[config.mk]
export PLATFORM = sky130hd
export DESIGN_NAME = alu_arbiter
export DESIGN_NICKNAME = d
export VERILOG_FILES = /design/src/rtl/alu_ctrl_pkg.sv /design/src/rtl/rr_arb2.sv /design/src/rtl/alu_arbiter.sv
export SDC_FILE = /design/constraint.sdc
export NUM_CORES = 1
export LEC_CHECK = 0
export BUFFER_PORTS_ARGS = -buffer_cell sky130_fd_sc_hd__buf_2
export CAP_MARGIN = 15
export CORE_UTILIZATION = 35
export CTS_CLUSTER_SIZE = 40
export DETAILED_ROUTE_END_ITERATION = 10
export PLACE_DENSITY = 0.67
export SLEW_MARGIN = 40
export SYNTH_ARGS = -nofsm -noshare
export SYNTH_HDL_FRONTEND = slang
export SYNTH_SLANG_ARGS = --single-unit
[constraint.sdc]
create_clock -name clk -period 1.7 [get_ports clk]
set_input_delay 0.17 -clock clk [delete_from_list [all_inputs] [get_ports clk]]
set_output_delay 0.17 -clock clk [all_outputs]
set_load 0.01 [all_outputs]
[src/rtl/alu_ctrl_pkg.sv]
// Shared types and constants for the ALU arbiter slice.
package alu_ctrl_pkg;

  localparam int unsigned DATA_W = 32;
  localparam int unsigned OP_W   = 4;
  localparam int unsigned STAT_W = 5;
  localparam int unsigned OP_MAX = 11;

  typedef enum logic [1:0] {
    ST_IDLE = 2'd0,
    ST_EXEC = 2'd1,
    ST_RESP = 2'd2
  } state_e;

  // Opcodes above OP_MAX are accepted but never issued to the ALU.
  function automatic logic op_legal(input logic [OP_W-1:0] op);
    return op <= OP_W'(OP_MAX);
  endfunction

endpackage

[src/rtl/rr_arb2.sv]
// Two-way round-robin grant. A grant is only produced while enabled, and a
// grant always coincides with a transfer, so last_grant tracks transfers.
module rr_arb2 (
  input  logic       clk,
  input  logic       rst,
  input  logic       en,
  input  logic [1:0] req,
  output logic [1:0] gnt
);

  logic last_grant_q;
  logic last_grant_d;

  // Grant selection and last-grant update.
  always_comb begin
    gnt          = '0;
    last_grant_d = last_grant_q;
    if (en) begin
      if (req[0] && req[1]) begin
        gnt = last_grant_q ? 2'b01 : 2'b10;
      end else begin
        gnt = req;
      end
    end
    if (gnt[1]) begin
      last_grant_d = 1'b1;
    end else if (gnt[0]) begin
      last_grant_d = 1'b0;
    end
  end

  // Reset to 1 so requester 0 wins the first tie.
  always_ff @(posedge clk) begin
    if (rst) begin
      last_grant_q <= 1'b1;
    end else begin
      last_grant_q <= last_grant_d;
    end
  end

endmodule

[src/rtl/alu_arbiter.sv]
// Arbitrates two requesters onto one shared, fixed-latency ALU with one
// operation in flight at a time.
module alu_arbiter
  import alu_ctrl_pkg::*;
#(
  parameter int unsigned ALU_LAT = 1
) (
  input  logic                clk,
  input  logic                rst,
  input  logic                req0_valid,
  output logic                req0_ready,
  input  logic [DATA_W-1:0]   req0_in1,
  input  logic [DATA_W-1:0]   req0_in2,
  input  logic [OP_W-1:0]     req0_op,
  input  logic                req1_valid,
  output logic                req1_ready,
  input  logic [DATA_W-1:0]   req1_in1,
  input  logic [DATA_W-1:0]   req1_in2,
  input  logic [OP_W-1:0]     req1_op,
  output logic                rsp0_valid,
  output logic [DATA_W-1:0]   rsp0_result,
  output logic [STAT_W-1:0]   rsp0_status,
  output logic                rsp0_err,
  output logic                rsp1_valid,
  output logic [DATA_W-1:0]   rsp1_result,
  output logic [STAT_W-1:0]   rsp1_status,
  output logic                rsp1_err,
  output logic [DATA_W-1:0]   alu_in1,
  output logic [DATA_W-1:0]   alu_in2,
  output logic [OP_W-1:0]     alu_op,
  input  logic [DATA_W-1:0]   alu_result,
  input  logic [STAT_W-1:0]   alu_status,
  output logic                busy
);

  state_e              state_q, state_d;
  logic [DATA_W-1:0]   in1_q, in1_d;
  logic [DATA_W-1:0]   in2_q, in2_d;
  logic [OP_W-1:0]     op_q, op_d;
  logic                owner_q, owner_d;
  logic [2:0]          cnt_q, cnt_d;
  logic [DATA_W-1:0]   res0_q, res0_d, res1_q, res1_d;
  logic [STAT_W-1:0]   st0_q, st0_d, st1_q, st1_d;
  logic                err0_q, err0_d, err1_q, err1_d;

  logic [1:0]          gnt;
  logic [DATA_W-1:0]   sel_in1, sel_in2;
  logic [OP_W-1:0]     sel_op;

  rr_arb2 u_rr_arb2 (
    .clk (clk),
    .rst (rst),
    .en  (state_q == ST_IDLE),
    .req ({req1_valid, req0_valid}),
    .gnt (gnt)
  );

  assign sel_in1 = gnt[1] ? req1_in1 : req0_in1;
  assign sel_in2 = gnt[1] ? req1_in2 : req0_in2;
  assign sel_op  = gnt[1] ? req1_op  : req0_op;

  // Next state, operand capture, latency count and response registers.
  always_comb begin
    state_d = state_q;
    in1_d   = in1_q;
    in2_d   = in2_q;
    op_d    = op_q;
    owner_d = owner_q;
    cnt_d   = cnt_q;
    res0_d  = res0_q;
    st0_d   = st0_q;
    err0_d  = err0_q;
    res1_d  = res1_q;
    st1_d   = st1_q;
    err1_d  = err1_q;
    case (state_q)
      ST_IDLE: begin
        if (|gnt) begin
          in1_d   = sel_in1;
          in2_d   = sel_in2;
          op_d    = sel_op;
          owner_d = gnt[1];
          cnt_d   = '0;
          if (op_legal(sel_op)) begin
            state_d = ST_EXEC;
          end else begin
            // Illegal op skips EXEC; its response is ready for the next cycle.
            state_d = ST_RESP;
            if (gnt[1]) begin
              res1_d = '0;
              st1_d  = '0;
              err1_d = 1'b1;
            end else begin
              res0_d = '0;
              st0_d  = '0;
              err0_d = 1'b1;
            end
          end
        end
      end
      ST_EXEC: begin
        if (cnt_q == 3'(ALU_LAT)) begin
          state_d = ST_RESP;
          if (owner_q) begin
            res1_d = alu_result;
            st1_d  = alu_status;
            err1_d = 1'b0;
          end else begin
            res0_d = alu_result;
            st0_d  = alu_status;
            err0_d = 1'b0;
          end
        end else begin
          cnt_d = cnt_q + 3'd1;
        end
      end
      ST_RESP: state_d = ST_IDLE;
      default: state_d = ST_IDLE;
    endcase
  end

  // State and datapath registers.
  always_ff @(posedge clk) begin
    if (rst) begin
      state_q <= ST_IDLE;
      in1_q   <= '0;
      in2_q   <= '0;
      op_q    <= '0;
      owner_q <= 1'b0;
      cnt_q   <= '0;
      res0_q  <= '0;
      st0_q   <= '0;
      err0_q  <= 1'b0;
      res1_q  <= '0;
      st1_q   <= '0;
      err1_q  <= 1'b0;
    end else begin
      state_q <= state_d;
      in1_q   <= in1_d;
      in2_q   <= in2_d;
      op_q    <= op_d;
      owner_q <= owner_d;
      cnt_q   <= cnt_d;
      res0_q  <= res0_d;
      st0_q   <= st0_d;
      err0_q  <= err0_d;
      res1_q  <= res1_d;
      st1_q   <= st1_d;
      err1_q  <= err1_d;
    end
  end

  assign req0_ready  = gnt[0];
  assign req1_ready  = gnt[1];
  assign busy        = (state_q != ST_IDLE);
  assign rsp0_valid  = (state_q == ST_RESP) && !owner_q;
  assign rsp1_valid  = (state_q == ST_RESP) && owner_q;
  assign rsp0_result = res0_q;
  assign rsp0_status = st0_q;
  assign rsp0_err    = err0_q;
  assign rsp1_result = res1_q;
  assign rsp1_status = st1_q;
  assign rsp1_err    = err1_q;
  assign alu_in1     = (state_q == ST_EXEC) ? in1_q : '0;
  assign alu_in2     = (state_q == ST_EXEC) ? in2_q : '0;
  assign alu_op      = (state_q == ST_EXEC) ? op_q  : '0;

endmodule

# Word level (Yosys, flattened, before mapping)
# Index checks and enable logic that the tools add are counted.
[classes] addsub=1 magnitude_cmp=1 n_eq_ne=11 n_mux=52 reduce_logical=14
[op_table] cell="$mux W32" count=14
[op_table] cell="$pmux W32 S2" count=2
[op_table] cell="$mux W5" count=10
[op_table] cell="$pmux W5 S2" count=2
[op_table] cell="$ne A2 B2 Y1 const B" count=8
[op_table] cell="$mux W2" count=6
[op_table] cell="$reduce_and A6 Y1" count=2
[op_table] cell="$mux W1" count=10
[op_table] cell="$mux W4" count=2
[op_table] cell="$mux W3" count=2
[op_table] cell="$pmux W3 S2" count=1
[op_table] cell="$le A4 B4 Y1 const B" count=1
[op_table] cell="$pmux W1 S2" count=2
[op_table] cell="$pmux W2 S2" count=1
[op_table] cell="$reduce_and A2 Y1" count=2
[op_table] cell="$reduce_bool A2 Y1" count=2
[op_table] cell="$reduce_or A2 Y1" count=2
[op_table] cell="$add A3 B1 Y3 const B" count=1
[op_table] cell="$eq A3 B1 Y1 const B" count=1
[op_table] cell="$logic_and A1 B1 Y1" count=3
[op_table] cell="$reduce_and A3 Y1" count=1
[op_table] cell="$eq A2 B1 Y1 const B" count=1
[op_table] cell="$eq A2 B2 Y1 const B" count=1
[op_table] cell="$logic_not A2 Y1" count=1
[op_table] cell="$logic_not A1 Y1" count=1
[word_totals] reg_bits=151 in_bits=177 output_inout_bits=149 elab_cells=92

# Logic depth before layout (Yosys ltp)
[depth] word_depth=8 mapped_depth=8 ltp_nobuf=6

# By module
# From an unflattened synthesis, not the netlist that was laid out.
[hier_totals] cells_unflattened=718 hier_area_um2=6829.0
[by_module_without_submodules] mod="alu_arbiter" n_inst=1 cells_each=710 area_each_um2=6770.2
[by_module_without_submodules] mod="rr_arb2" n_inst=1 cells_each=8 area_each_um2=58.8

# Worst setup path before layout
# OpenSTA, ideal clock, no wires.
[synth_path] path_type="flip-flop to flip-flop" startpoint="register cnt_q[0]" endpoint="register res0_q[0] (netlist: rsp0_result[0])" setup_time_ps=120 arrival_time_ps=1492 required_time_ps=1580 setup_slack_ps=89 path_stages_with_launch=8 n_path_buf=2 cell_sequence="dfxtp_1 ha_1 nand2b_1 a211oi_4 o2111ai_1 buf_6 buf_6 mux2i_1"
[synth_via] elab_chain_cells=3
[synth_lines] item="from (decl)" line="alu_arbiter.sv:41" source="logic [2:0] cnt_q, cnt_d;"
[synth_lines] item="from (signal assigned)" line="alu_arbiter.sv:143" source="cnt_q <= cnt_d;"
[synth_lines] item="$eq A3 B1 Y1" line="alu_arbiter.sv:102" source="if (cnt_q == 3'(ALU_LAT)) begin"
[synth_lines] item="$ne A2 B2 Y1 (no line)"
[synth_lines] item="$reduce_and A6 Y1 (no line)"
[synth_lines] item="to (signal assigned)" line="alu_arbiter.sv:144" source="res0_q <= res0_d;"
[synth_lines] item="to (decl)" line="alu_arbiter.sv:42" source="logic [DATA_W-1:0] res0_q, res0_d, res1_q, res1_d;"
# Every way passes these cells.
# A chain may end at the register's enable or synchronous reset.

# Worst setup path after layout
[layout_path] startpoint="register state_q[1]" endpoint="output alu_in2[21]"
[layout_via] elab_chain_cells=2
[layout_lines] item="from (decl)" line="alu_arbiter.sv:36" source="state_e state_q, state_d;"
[layout_lines] item="from (signal assigned)" line="alu_arbiter.sv:138" source="state_q <= state_d;"
[layout_lines] item="$eq A2 B1 Y1" line="alu_arbiter.sv:165" source="assign alu_in2 = (state_q == ST_EXEC) ? in2_q : '0;"
[layout_lines] item="$mux W32" line="alu_arbiter.sv:165"
[layout_lines] item="to (decl)" line="alu_arbiter.sv:29" source="output logic [DATA_W-1:0] alu_in2,"
# Every way passes these cells.

==> results.md <==
* Worst EP arrival at 1.61 ns
* Core ar. at around 19000 sq um
* Die area at 19700 sq um
* H-Tree Depth at 4
* Filler cells at approximately 1800
* Top Family by Delay on Critical Path: simple AND/OR/NAND/NOR gates
* Post-synth EDFFs at 0
* Cells after synthesis at 794
* R2r setup slk at around 0.030 ns
* Final Cycle Share at 104%
* CP Launch Type: flop
* Most frequent cells in the layout: 316 x buf_2, 255 x nand2_1, 148 x dfxtp_1, 76 x mux2i_1, 73 x nor2_1
* Max incr delay on CP at 0.36 ns
* CTS Root Cell: clkbuf_16
* Final nets at between 1000 and 1500
* P_leak at 4.70 nW
* GRT Total Usage at 21.5%
* GRT Residual Overflow at 0
* Clk_lat worst skew at 0.41 ns
* Worst R2R Path Depth at 7
* 1st-pass router iterations at 4
* Final number of max-transition violations at 0
* Clk_skew at 0.0102 ns
* Final Routed Wirelength at 21900 microns
* Design area at 9860 sq um
* CTS buffer count at 17
* Unrepaired setup endpoints after global routing: yes
* Vias at between 6000 and 7000
* Critical path required time at 1.53 ns
* Hold Crit Start: req0_in1[18]
* Failing checks: negative setup slack
* Most common cell after layout, fill and taps aside: buf_2
* Vias in the first global route at between 6000 and 7000
* Largest net degree at the start of global routing at 71
* GPL Wtd Cong at 0.769
* Predominant post-synthesis flop cell: dfxtp_1
* DRC violations left at 0
* Antenna Nets Post-Route at 0
* Hold Path End: in1_q[18]
* Die width at 140 microns
* Io pins at around 330
* Setup Viol. Count Final at 44
* Final hold slack at 0.0216 ns
* Worst-margin pin slew at 0.525 ns
* Peak Freq at 563 MHz
* Max Cap Viol at 0
* Wire per inst at between 15 and 20 microns
* Initial core utilization at 35.8%
* R2r endpoint: rsp1_result[25]
* Die Y at 140 microns
* Layout cells sized above 1 at 36.6%
* Crit path max fanout at 42
* Initial antenna violation count at 5
* FF-to-FF Start: state_q[1]
* CTS tree: done
* Cell-by-cell trace of the critical path: and2b_2, buf_12, and2_1, buf_2
* Slowest CP cell: dfxtp_4
* Area grow syn2layout at 47.3%
* Sink Count at 151
* DR vias/cell at 4.87
* HPWL Detailed at 13900 microns
* Synth warnings at 0
* Synth async-reset ratio at 0%
* Min Tclk post-route at around 1.8 ns
* CTS max path bufs at 2
* Hold path cells at 3
* Post-synth cell types at 36
* Syn Area/Cell at ~8.4 sq um
* 1st-iter DRT viols at 265
* Status: finished, violations left
* Synthesized Nets at 973
* Worst hold path class: in2reg
* Register bit total from synthesis at around 150
* Mapped Area at about 6700 sq um
* Final Hold Viols at 0
* CTS clock-pin slew for the worst setup and hold paths at ~0.07 ns
* CP endpoint kind: primary output
* CP bufs+invs at 2
* FP Rows at 50
* Wire length of the first global-routing pass at 33300 microns
* I/O Buffers at 325
* Peak VDD IR at between 600 and 700 uV
* Crit Path Class: reg2out
* Slew HR at 65.0%
* Pwr dens at 1150 nW/um^2
* Post-synthesis sequential area ratio at 45.2%
* Worst setup margin at -0.0755 ns
* DP Area at between 8000 and 9000 sq um
layer usage:
metal  global-route usage (%)  vias up  share of wire, %  wire length (microns)
li1                         -     3349                 -                      -
met1                     25.4     3114                43                   9400
met2                     37.2      250                49                  10700
met3                     6.39       24               6.7                   1460
met4                     7.23        4               1.3                    282
met5                        0        -              0.11                     23
worst reg2reg max path: stages, from the launching register on:
cell and delay (ns):
dfxtp_4 0.36, buf_4 0.14, nor2_4 0.15, nand3_4 0.12, buf_6 0.15, o21ai_4 0.17, buf_12 0.25, mux2i_1 0.25
report_power, final:
group | total [W] | leakage [nW] | internal (W) | switching (W)
clock network | 0.00368 | 0.280 | 0.00196 | 0.00172
registers | 0.00421 | 1.23 | 0.00398 | 0.000227
logic | 0.00349 | 3.19 | 0.00163 | 0.00186
total | 0.0114 | 4.70 | 0.00758 | 0.00380
area by class of cell:
cell class	count	area [sq um]	area share, %
sequential	151	3030	30.7
inverter	5	28.8	0.292
tap	234	293	2.97
timing repair buffer	387	2530	25.7
clock inverter	15	159	1.61
multi-input combinational	573	3380	34.3
clock buffer	17	425	4.31
antenna	3	7.51	0.0761
worst max-delay path by stage:
stage | start | to | cells past startpoint
detailed placement | state_q[1] | in2_q[17] | 6
finish | state_q[1] | alu_in2[21] | 4
global route | state_q[1] | alu_in2[21] | 4
floorplan | cnt_q[0] | rsp0_result[0] | 7
CTS | state_q[1] | alu_in2[21] | 4
global placement | cnt_q[1] | rsp0_result[27] | 7
state kept, by name, indices dropped and copies added (netlist names), 2 cells and up:
register,count
rsp1_status,5
in2_q,32
cnt_q,3
state_q,2
in1_q,32
op_q,4
rsp0_status,5
rsp0_result,32
rsp1_result,32
synthesized netlist by cell type, types with 2 or more instances:
| library cell | n | area (sq um) |
|---|---|---|
| nand2_1 | 255 | 957 |
| dfxtp_1 | 151 | 3020 |
| mux2i_1 | 76 | 761 |
| nor2_1 | 74 | 278 |
| a311oi_1 | 69 | 604 |
| and2_1 | 69 | 432 |
| clkbuf_1 | 31 | 116 |
| buf_2 | 17 | 85.1 |
| buf_6 | 10 | 113 |
| buf_4 | 7 | 52.6 |
| inv_1 | 3 | 11.3 |
| nand2b_1 | 3 | 18.8 |
| a21oi_1 | 2 | 10.0 |
| and3b_1 | 2 | 17.5 |
| ha_1 | 2 | 25.0 |
| inv_2 | 2 | 7.51 |
| xnor2_1 | 2 | 17.5 |
timing repair:
action	CTS	global route
gates cloned	3	4
setup endpoints to repair	70	111
hold buffers	23	1
pin swaps	1	3
buffers inserted	3	4
gates resized for setup	10	30
hold endpoints to repair	23	1
cell families (layout without fill, tap and decap cells):
family | after synthesis | count (layout) | share of synthesized area (%)
adder cells (fa/ha/maj) | 2 | 2 | 0.374
buffers and inverters | 70 | 424 | 5.76
other | 0 | 3 | 0
XOR/XNOR | 2 | 2 | 0.262
AND/OR/NAND/NOR | 413 | 413 | 26.7
flip-flops | 151 | 151 | 45.2
AO/OA/AOI/OAI | 80 | 80 | 10.4
multiplexers | 76 | 76 | 11.4
metrics by stage:
stage	power [W]	TNS, ns	worst slack [ns]	instances	utilization [%]
floorplan	0.00612	0	0.0888	794	-
global placement	0.00716	0	0.0858	1312	46.2
detailed placement	0.00719	0	0.0400	1312	46.2
CTS	0.0112	-3.23	-0.0879	1373	51.4
global route	0.0120	-6.52	-0.142	1384	52.7
finish	0.0114	-1.22	-0.0755	1385	52.7
Note: power is estimated with default switching activity, not from simulation.
